[src/rtl/mcpu_pkg.sv]
// Shared encodings for the multi-cycle control FSM and its decoder.
package mcpu_pkg;

  typedef enum logic [2:0] {
    ST_FETCH  = 3'd0,
    ST_DECODE = 3'd1,
    ST_EXEC   = 3'd2,
    ST_MEM    = 3'd3,
    ST_WB     = 3'd4,
    ST_TRAP   = 3'd5
  } state_e;

  typedef enum logic [3:0] {
    CL_ALU_R   = 4'd0,
    CL_ALU_I   = 4'd1,
    CL_LOAD    = 4'd2,
    CL_STORE   = 4'd3,
    CL_BRANCH  = 4'd4,
    CL_JAL     = 4'd5,
    CL_JALR    = 4'd6,
    CL_LUI     = 4'd7,
    CL_ILLEGAL = 4'd8
  } iclass_e;

  // Registered decode word captured in DECODE and consumed by EXEC/MEM/WB.
  typedef struct packed {
    iclass_e    cls;
    logic [3:0] alu;
    logic [2:0] imm;
    logic       alu_src_b;
    logic [2:0] fun3;
  } dec_word_t;

  localparam logic [4:0] OP_LOAD   = 5'b00000;
  localparam logic [4:0] OP_ALU_I  = 5'b00100;
  localparam logic [4:0] OP_STORE  = 5'b01000;
  localparam logic [4:0] OP_ALU_R  = 5'b01100;
  localparam logic [4:0] OP_LUI    = 5'b01101;
  localparam logic [4:0] OP_BRANCH = 5'b11000;
  localparam logic [4:0] OP_JALR   = 5'b11001;
  localparam logic [4:0] OP_JAL    = 5'b11011;

  localparam logic [3:0] ALU_ADD  = 4'b0010;
  localparam logic [3:0] ALU_SUB  = 4'b0110;
  localparam logic [3:0] ALU_SLL  = 4'b1110;
  localparam logic [3:0] ALU_SLT  = 4'b0111;
  localparam logic [3:0] ALU_SLTU = 4'b1001;
  localparam logic [3:0] ALU_XOR  = 4'b1100;
  localparam logic [3:0] ALU_SRL  = 4'b1101;
  localparam logic [3:0] ALU_SRA  = 4'b1111;
  localparam logic [3:0] ALU_OR   = 4'b0001;
  localparam logic [3:0] ALU_AND  = 4'b0000;

  localparam logic [2:0] IMM_U = 3'b000;
  localparam logic [2:0] IMM_I = 3'b001;
  localparam logic [2:0] IMM_S = 3'b010;
  localparam logic [2:0] IMM_B = 3'b011;
  localparam logic [2:0] IMM_J = 3'b100;

  localparam logic [1:0] M2R_ALU = 2'b00;
  localparam logic [1:0] M2R_MEM = 2'b01;
  localparam logic [1:0] M2R_PC4 = 2'b10;
  localparam logic [1:0] M2R_IMM = 2'b11;

  localparam logic [1:0] PCS_PC4 = 2'b00;
  localparam logic [1:0] PCS_IMM = 2'b01;
  localparam logic [1:0] PCS_ALU = 2'b10;

  localparam logic [1:0] CAUSE_NONE    = 2'b00;
  localparam logic [1:0] CAUSE_ILLEGAL = 2'b01;
  localparam logic [1:0] CAUSE_BUS     = 2'b10;

  // ALU operation from funct3; alt selects sub/sra (inst[30]).
  function automatic logic [3:0] alu_for(input logic [2:0] f3, input logic alt);
    case (f3)
      3'b000:  alu_for = alt ? ALU_SUB : ALU_ADD;
      3'b001:  alu_for = ALU_SLL;
      3'b010:  alu_for = ALU_SLT;
      3'b011:  alu_for = ALU_SLTU;
      3'b100:  alu_for = ALU_XOR;
      3'b101:  alu_for = alt ? ALU_SRA : ALU_SRL;
      3'b110:  alu_for = ALU_OR;
      default: alu_for = ALU_AND;
    endcase
  endfunction

endpackage

[src/rtl/mcpu_decode.sv]
// Combinational instruction classifier: class, ALU code, immediate type.
module mcpu_decode
  import mcpu_pkg::*;
#(
  parameter bit EXT_BRANCH = 1'b1
) (
  input  logic [4:0] opcode_i,
  input  logic [2:0] fun3_i,
  input  logic       fun7_i,
  output dec_word_t  dec_o
);

  logic bad;

  // Classify the opcode and reject unsupported funct3/funct7 combinations.
  always_comb begin
    bad           = 1'b0;
    dec_o.cls     = CL_ILLEGAL;
    dec_o.alu     = ALU_ADD;
    dec_o.imm     = IMM_U;
    dec_o.alu_src_b = 1'b0;
    dec_o.fun3    = fun3_i;
    case (opcode_i)
      OP_ALU_R: begin
        dec_o.cls = CL_ALU_R;
        dec_o.alu = alu_for(fun3_i, fun7_i);
        bad       = fun7_i && (fun3_i != 3'b000) && (fun3_i != 3'b101);
      end
      OP_ALU_I: begin
        // inst[30] is an immediate bit except for the shift-right pair.
        dec_o.cls       = CL_ALU_I;
        dec_o.alu       = alu_for(fun3_i, (fun3_i == 3'b101) && fun7_i);
        dec_o.imm       = IMM_I;
        dec_o.alu_src_b = 1'b1;
        bad             = (fun3_i == 3'b001) && fun7_i;
      end
      OP_LOAD: begin
        dec_o.cls       = CL_LOAD;
        dec_o.imm       = IMM_I;
        dec_o.alu_src_b = 1'b1;
        bad = (fun3_i == 3'b011) || (fun3_i == 3'b110) || (fun3_i == 3'b111);
      end
      OP_STORE: begin
        dec_o.cls       = CL_STORE;
        dec_o.imm       = IMM_S;
        dec_o.alu_src_b = 1'b1;
        bad             = (fun3_i > 3'b010);
      end
      OP_BRANCH: begin
        dec_o.cls = CL_BRANCH;
        dec_o.alu = ALU_SUB;
        dec_o.imm = IMM_B;
        bad = (fun3_i[2:1] == 2'b01) || (fun3_i[2] && !EXT_BRANCH);
      end
      OP_JAL: begin
        dec_o.cls = CL_JAL;
        dec_o.imm = IMM_J;
      end
      OP_JALR: begin
        dec_o.cls       = CL_JALR;
        dec_o.imm       = IMM_I;
        dec_o.alu_src_b = 1'b1;
        bad             = (fun3_i != 3'b000);
      end
      OP_LUI: begin
        dec_o.cls = CL_LUI;
      end
      default: bad = 1'b1;
    endcase
    if (bad) dec_o.cls = CL_ILLEGAL;
  end

endmodule

[src/rtl/mcpu_ctrl.sv]
// Multi-cycle control FSM: FETCH/DECODE/EXEC/MEM/WB with a trapping TRAP state.
//
// Memory handshake: mem_req is a request held high for every cycle of an
// access; MIO_ready high in a cycle with mem_req high completes the access in
// that cycle. Nothing is transferred on a cycle where mem_req is low.
module mcpu_ctrl
  import mcpu_pkg::*;
#(
  parameter int MEM_TIMEOUT = 255,
  parameter bit EXT_BRANCH  = 1'b1
) (
  input  logic       clk,
  input  logic       rst_n,
  input  logic [4:0] OPcode,
  input  logic [2:0] Fun3,
  input  logic       Fun7,
  input  logic       zero,
  input  logic       lt,
  input  logic       ltu,
  input  logic       MIO_ready,
  output logic       mem_req,
  output logic       MemRW,
  output logic       IR_we,
  output logic       PC_we,
  output logic       RegWrite,
  output logic [1:0] pc_sel,
  output logic       ALUSrc_B,
  output logic [1:0] MemtoReg,
  output logic [2:0] ImmSel,
  output logic [3:0] ALU_Control,
  output logic       trap,
  output logic [1:0] trap_cause,
  output logic [2:0] dbg_state_o
);

  localparam int CW = (MEM_TIMEOUT > 0) ? $clog2(MEM_TIMEOUT + 1) : 1;
  localparam logic [CW-1:0] TO_VAL = CW'(MEM_TIMEOUT);

  state_e        state_q, state_d;
  dec_word_t     dec_q, dec_d, dec_w;
  logic [CW-1:0] cnt_q, cnt_d;
  logic [1:0]    cause_q, cause_d;
  logic          timeout, taken;

  mcpu_decode #(.EXT_BRANCH(EXT_BRANCH)) u_decode (
    .opcode_i (OPcode),
    .fun3_i   (Fun3),
    .fun7_i   (Fun7),
    .dec_o    (dec_w)
  );

  // The count value itself is the timeout cycle; ready in that cycle still wins.
  assign timeout     = (MEM_TIMEOUT != 0) && (cnt_q == TO_VAL);
  assign trap_cause  = cause_q;
  assign dbg_state_o = state_q;

  // Branch condition from the latched funct3 and the ALU compare flags.
  always_comb begin
    taken = 1'b0;
    case (dec_q.fun3)
      3'b000:  taken = zero;
      3'b001:  taken = !zero;
      3'b100:  taken = lt;
      3'b101:  taken = !lt;
      3'b110:  taken = ltu;
      3'b111:  taken = !ltu;
      default: taken = 1'b0;
    endcase
  end

  // State, decode word, wait counter and trap cause registers.
  always_ff @(posedge clk or negedge rst_n) begin
    if (!rst_n) begin
      state_q <= ST_FETCH;
      dec_q   <= '0;
      cnt_q   <= '0;
      cause_q <= CAUSE_NONE;
    end else begin
      state_q <= state_d;
      dec_q   <= dec_d;
      cnt_q   <= cnt_d;
      cause_q <= cause_d;
    end
  end

  // Next-state and Moore outputs; IR_we and MEM exit also follow MIO_ready.
  always_comb begin
    state_d     = state_q;
    dec_d       = dec_q;
    cnt_d       = '0;
    cause_d     = cause_q;
    mem_req     = 1'b0;
    MemRW       = 1'b0;
    IR_we       = 1'b0;
    PC_we       = 1'b0;
    RegWrite    = 1'b0;
    pc_sel      = PCS_PC4;
    ALUSrc_B    = 1'b0;
    MemtoReg    = M2R_ALU;
    ImmSel      = IMM_U;
    ALU_Control = ALU_AND;
    trap        = 1'b0;
    case (state_q)
      ST_FETCH: begin
        mem_req = 1'b1;
        if (MIO_ready) begin
          IR_we   = 1'b1;
          state_d = ST_DECODE;
        end else if (timeout) begin
          cause_d = CAUSE_BUS;
          state_d = ST_TRAP;
        end else begin
          cnt_d = cnt_q + CW'(1);
        end
      end
      ST_DECODE: begin
        dec_d = dec_w;
        if (dec_w.cls == CL_ILLEGAL) begin
          cause_d = CAUSE_ILLEGAL;
          state_d = ST_TRAP;
        end else begin
          state_d = ST_EXEC;
        end
      end
      ST_EXEC: begin
        ALU_Control = dec_q.alu;
        ALUSrc_B    = dec_q.alu_src_b;
        ImmSel      = dec_q.imm;
        if (dec_q.cls == CL_BRANCH) begin
          PC_we   = 1'b1;
          pc_sel  = taken ? PCS_IMM : PCS_PC4;
          state_d = ST_FETCH;
        end else if (dec_q.cls == CL_LOAD || dec_q.cls == CL_STORE) begin
          state_d = ST_MEM;
        end else begin
          state_d = ST_WB;
        end
      end
      ST_MEM: begin
        mem_req = 1'b1;
        MemRW   = (dec_q.cls == CL_STORE);
        if (MIO_ready) begin
          if (dec_q.cls == CL_STORE) begin
            PC_we   = 1'b1;
            state_d = ST_FETCH;
          end else begin
            state_d = ST_WB;
          end
        end else if (timeout) begin
          cause_d = CAUSE_BUS;
          state_d = ST_TRAP;
        end else begin
          cnt_d = cnt_q + CW'(1);
        end
      end
      ST_WB: begin
        RegWrite = 1'b1;
        PC_we    = 1'b1;
        state_d  = ST_FETCH;
        case (dec_q.cls)
          CL_JAL:  begin pc_sel = PCS_IMM; MemtoReg = M2R_PC4; end
          CL_JALR: begin pc_sel = PCS_ALU; MemtoReg = M2R_PC4; end
          CL_LOAD: MemtoReg = M2R_MEM;
          CL_LUI:  MemtoReg = M2R_IMM;
          default: MemtoReg = M2R_ALU;
        endcase
      end
      ST_TRAP: begin
        trap = 1'b1;
      end
      default: state_d = ST_FETCH;
    endcase
  end

endmodule

[config.mk]
export PLATFORM = sky130hd
export DESIGN_NAME = mcpu_ctrl
export DESIGN_NICKNAME = d
export VERILOG_FILES = /design/src/rtl/mcpu_pkg.sv /design/src/rtl/mcpu_decode.sv /design/src/rtl/mcpu_ctrl.sv
export SDC_FILE = /design/constraint.sdc
export NUM_CORES = 1
export LEC_CHECK = 0
export CAP_MARGIN = 20
export CORE_MARGIN = 4
export CORE_UTILIZATION = 40
export DETAILED_ROUTE_END_ITERATION = 16
export PLACE_DENSITY = 0.68
export SKIP_LAST_GASP = 1
export SYNTH_ARGS = -nofsm -noshare
export SYNTH_HDL_FRONTEND = slang
export SYNTH_SLANG_ARGS = --single-unit
[constraint.sdc]
create_clock -name clk -period 1.5 [get_ports clk]
set_input_delay 0.45 -clock clk [delete_from_list [all_inputs] [get_ports clk]]
set_output_delay 0.45 -clock clk [all_outputs]
set_load 0.02 [all_outputs]
==> impl_summary.log <==
[metrics] number of enable-type register cells in the synthesized netlist: 0
[metrics] arrival time worst endpoint: roughly 1.7 ns
[metrics] cell type contributing the most total cell area after synthesis: sky130_fd_sc_hd__dfrtp_1
[metrics] Cell Rows: 23
[metrics] synthesized area divided by synthesized cell count: about 8.6 sq um
[metrics] global-route wire length before repair: 10.0 mm
[metrics] delay of the slowest cell on the worst path: 0.39 ns
[metrics] clock tree from TritonCTS: done
[metrics] DIE AREA: 5540 sq um
[metrics] Mapped Cells: 206
[metrics] Slew HR: 74.9%
[metrics] cells along the critical path: mux2i_1, xor2_1, o21ai_1, buf_4, a22oi_2, nor3_2, buf_4
[metrics] DIE HEIGHT: ~74 um
[metrics] total clock sinks: 28
[metrics] number of hold violations in the final report: 0
[metrics] data required time of the worst path: approximately 1.1 ns
[metrics] clock transition at the register clock pins on the worst setup and hold paths after CTS: around 0.09 ns
[metrics] worst setup slack after placement: -1.22 ns
[metrics] Async SR Flop Fraction: 100%
[metrics] worst setup path category: flip-flop to output port
[metrics] share of cells above drive strength 1: about 60%
[metrics] CP Capture Type: output port
[metrics] top-area cell type share of the netlist area: approximately two fifths
[metrics] most repeated cell in the gate-level netlist after synthesis: sky130_fd_sc_hd__nand2_1
[metrics] root buffer cell: sky130_fd_sc_hd__clkbuf_8
[metrics] # diodes: 0
[metrics] Final HPWL DP: between 3 and 4 mm
[metrics] total of hold buffers inserted after clock tree synthesis: 0
[metrics] total number of vias: 2119
[metrics] number of remaining DRC errors: 0
[metrics] peak supply drop: 0.000795 V
[metrics] post-synthesis register bit count: 28
[metrics] Non-Filler Cell Area, Final: 3500 sq um
[metrics] cell with the most instances on the worst path: sky130_fd_sc_hd__buf_4
[metrics] sequential share of the synthesized area: roughly two fifths
[metrics] leakage power summed over all cells: 1.64 nW
[metrics] post-synth design cell area: between 1500 and 2000 sq um
[metrics] # setup viols final: 36
[metrics] CTS Buffer Depth: 2
[metrics] r2r worst-path depth: 9
[metrics] Starting Density: a little over two fifths
[metrics] clock network latency to the later pin of the worst-skew pair: 0.28 ns
[metrics] Critical-path top delay cell: sky130_fd_sc_hd__dfrtp_1
[metrics] overall global routing resource usage: 23.2%
[metrics] largest driver fanout on the critical path: 2
[metrics] ratio of routed vias to standard cells: ~5.5
[metrics] worst hold path cell count: 2
[metrics] cell type group with the largest total delay on the critical path: flip-flops
[metrics] worst hold path class: flip-flop to flip-flop
[metrics] count of pins on the block boundary: 38
[metrics] result of the run: finished, violations left
[metrics] worst path buffer plus inverter count: 2
[metrics] number of design-rule violations left by the first detailed-router iteration: 97
[metrics] count of final max-slew check failures: 0
[metrics] relative area change from synthesis to final layout: 98.3%
[metrics] Least-Margin Pin Slew: between 0.3 and 0.4 ns
[metrics] synth top area cells: sky130_fd_sc_hd__dfrtp_1 40%, sky130_fd_sc_hd__nand2_1 7.2%, sky130_fd_sc_hd__xor2_1 4.5%, sky130_fd_sc_hd__and2_1 3.9%, sky130_fd_sc_hd__nor2_1 3.6%
[metrics] antenna violations before repair: 0
[metrics] overflow left after global routing: 0
[metrics] end-of-flow core utilization: between 80% and 90%
[metrics] Yosys cell types: 46
[metrics] top cells by count, synth: 34 x sky130_fd_sc_hd__nand2_1, 28 x sky130_fd_sc_hd__dfrtp_1, 17 x sky130_fd_sc_hd__nor2_1
[metrics] Avg WL per Cell: roughly 18 um
[metrics] Detailed Routing Iterations Pass 1: 4
[metrics] minimum period implied by the final worst setup slack: 2.10 ns
[metrics] final net count: about 350
[metrics] Std-Cell Core Area: slightly above 4000 sq um
[metrics] failing checks: setup timing
[metrics] gp weighted congestion: approximately 0.84
[metrics] Chip Width: ~74 um
[metrics] count of H-tree levels built during CTS: 1
[metrics] Final Skew: 0.00601 ns
[metrics] synthesized net count: 222
[metrics] number of placed instances, taps included: roughly 350
[metrics] CP Launch Type: flip-flop
[metrics] RSZ-0062 raised after global routing: true
[metrics] Fill cells: ~220
[metrics] maximum number of pins on one net before global-route repair: 29
[metrics] R2R setup slack: -0.32 ns
[metrics] highest achievable clock rate: between 400 and 500 MHz
[metrics] commonest register cell after synthesis: sky130_fd_sc_hd__dfrtp_1
[metrics] post-route clock period utilization: 140%
[metrics] number of global-route vias before repair: a little over 2k
[metrics] logic depth of the worst path, buffers included: 7
[metrics] worst setup slack after layout: -0.601 ns
[metrics] number of buffers inserted during clock tree synthesis: 3
[metrics] yosys synthesis warning count: 0
[metrics] post-layout instance count excluding filler cells: a little under 400
[metrics] overall power of the completed layout: ~4.7 mW
[metrics] Post-Place Cell Area: between 2000 and 3000 sq um
[metrics] Port Buf Inserts: 37
[metrics] pwr dens: between 1000 and 1500 nW/um^2
[metrics] number of nets with antenna violations after detailed routing: 0
[metrics] number of maximum-capacitance violations: 0
[metrics] Detailed Route WL: roughly 7.0 mm
==> worst reg2reg max path, cell delays in order, from the launching register on <==
cell and delay, ns:
sky130_fd_sc_hd__dfrtp_2 0.47, sky130_fd_sc_hd__buf_6 0.14, sky130_fd_sc_hd__or2_4 0.24, sky130_fd_sc_hd__buf_6 0.12, sky130_fd_sc_hd__a21oi_4 0.14, sky130_fd_sc_hd__buf_6 0.12
sky130_fd_sc_hd__nor2b_4 0.19, sky130_fd_sc_hd__buf_4 0.15, sky130_fd_sc_hd__nand2_4 0.08, sky130_fd_sc_hd__nor2_2 0.10
==> registers in the layout, summed over array words and instances (netlist names) <==
signal and count:
dec_q 15, cnt_q 8, dbg_state_o 3, trap_cause 2
==> power breakdown <==
group          leakage, nW  switching [mW]  internal (mW)
Combinational         1.24            1.35           1.66
Clock               0.0357           0.247          0.358
Sequential           0.360           0.189          0.941
Total                 1.64            1.79           2.96
==> what timing repair did <==
| item | 4_1_cts | 5_1_grt |
|---|---|---|
| setup endpoints to repair | 48 | 49 |
| buffers inserted | 18 | 18 |
| resized for setup | 229 | 44 |
| gates cloned | 1 | 0 |
| pin swaps | 31 | 19 |
==> area by class of cell <==
cell class / count / area (sq um) / area share, %
clock buffer: 3 / 41.3 / 1.18
clock inverter: 1 / 30.0 / 0.857
inverter: 4 / 17.5 / 0.500
multi-input combinational: 161 / 1370 / 39.2
sequential: 28 / 704 / 20.1
tap: 50 / 62.6 / 1.79
timing repair buffer: 138 / 1270 / 36.4
==> final timing paths <==
check                          startpoint   endpoint
min in group asynchronous           rst_n   cnt_q[5]
hold / removal                   dec_q[6]   dec_q[6]
max in group asynchronous           rst_n  dec_q[11]
setup reg to reg           dbg_state_o[1]   cnt_q[2]
setup / recovery                 dec_q[2]  pc_sel[0]
hold reg to reg                  dec_q[6]   dec_q[6]
==> layer usage <==
metal,GRT usage (%),up-vias,part of all wire (%)
met2,40.0,70,52
met5,0,-,0
met3,2.57,20,4.7
met4,5.93,0,2.7
met1,31.0,1037,40
li1,-,992,-
==> placed cells by master (no fill, tap or decap), drive strengths merged, types with 4 or more instances in the layout <==
cell	Yosys	final
xor2	9	9
nor2	17	17
a21oi	5	5
and3	4	4
nor3	6	6
nand2	34	34
inv	4	4
dfrtp	28	28
nand3	6	6
buf	6	130
nand2b	7	7
and2	11	11
dlygate4sd2	0	5
o21ai	9	9
nor2b	4	4
==> cells by family after synthesis <==
| family | count (synthesis) | synth area share (%) |
|---|---|---|
| AOI/OAI and AO/OA | 42 | 18.3 |
| xor gates and xnor gates | 12 | 5.95 |
| adders and majority gates | 1 | 0.708 |
| buffers and inverters | 18 | 4.25 |
| DFF | 28 | 39.7 |
| muxes | 4 | 2.34 |
| and+or+nand+nor | 101 | 28.8 |
==> per-stage QoR <==
| step | setup TNS (ns) | hold slack (ns) |
|---|---|---|
| final | -13.16 | 0.503 |
| after global routing | -15.21 | 0.513 |
| after CTS | -10.31 | 0.478 |
| after detailed placement | -24.45 | 0.447 |
| after global placement | -24.00 | 0.445 |
| after floorplan | -7.61 | 0.154 |
Power figures use the tool's default switching activity.
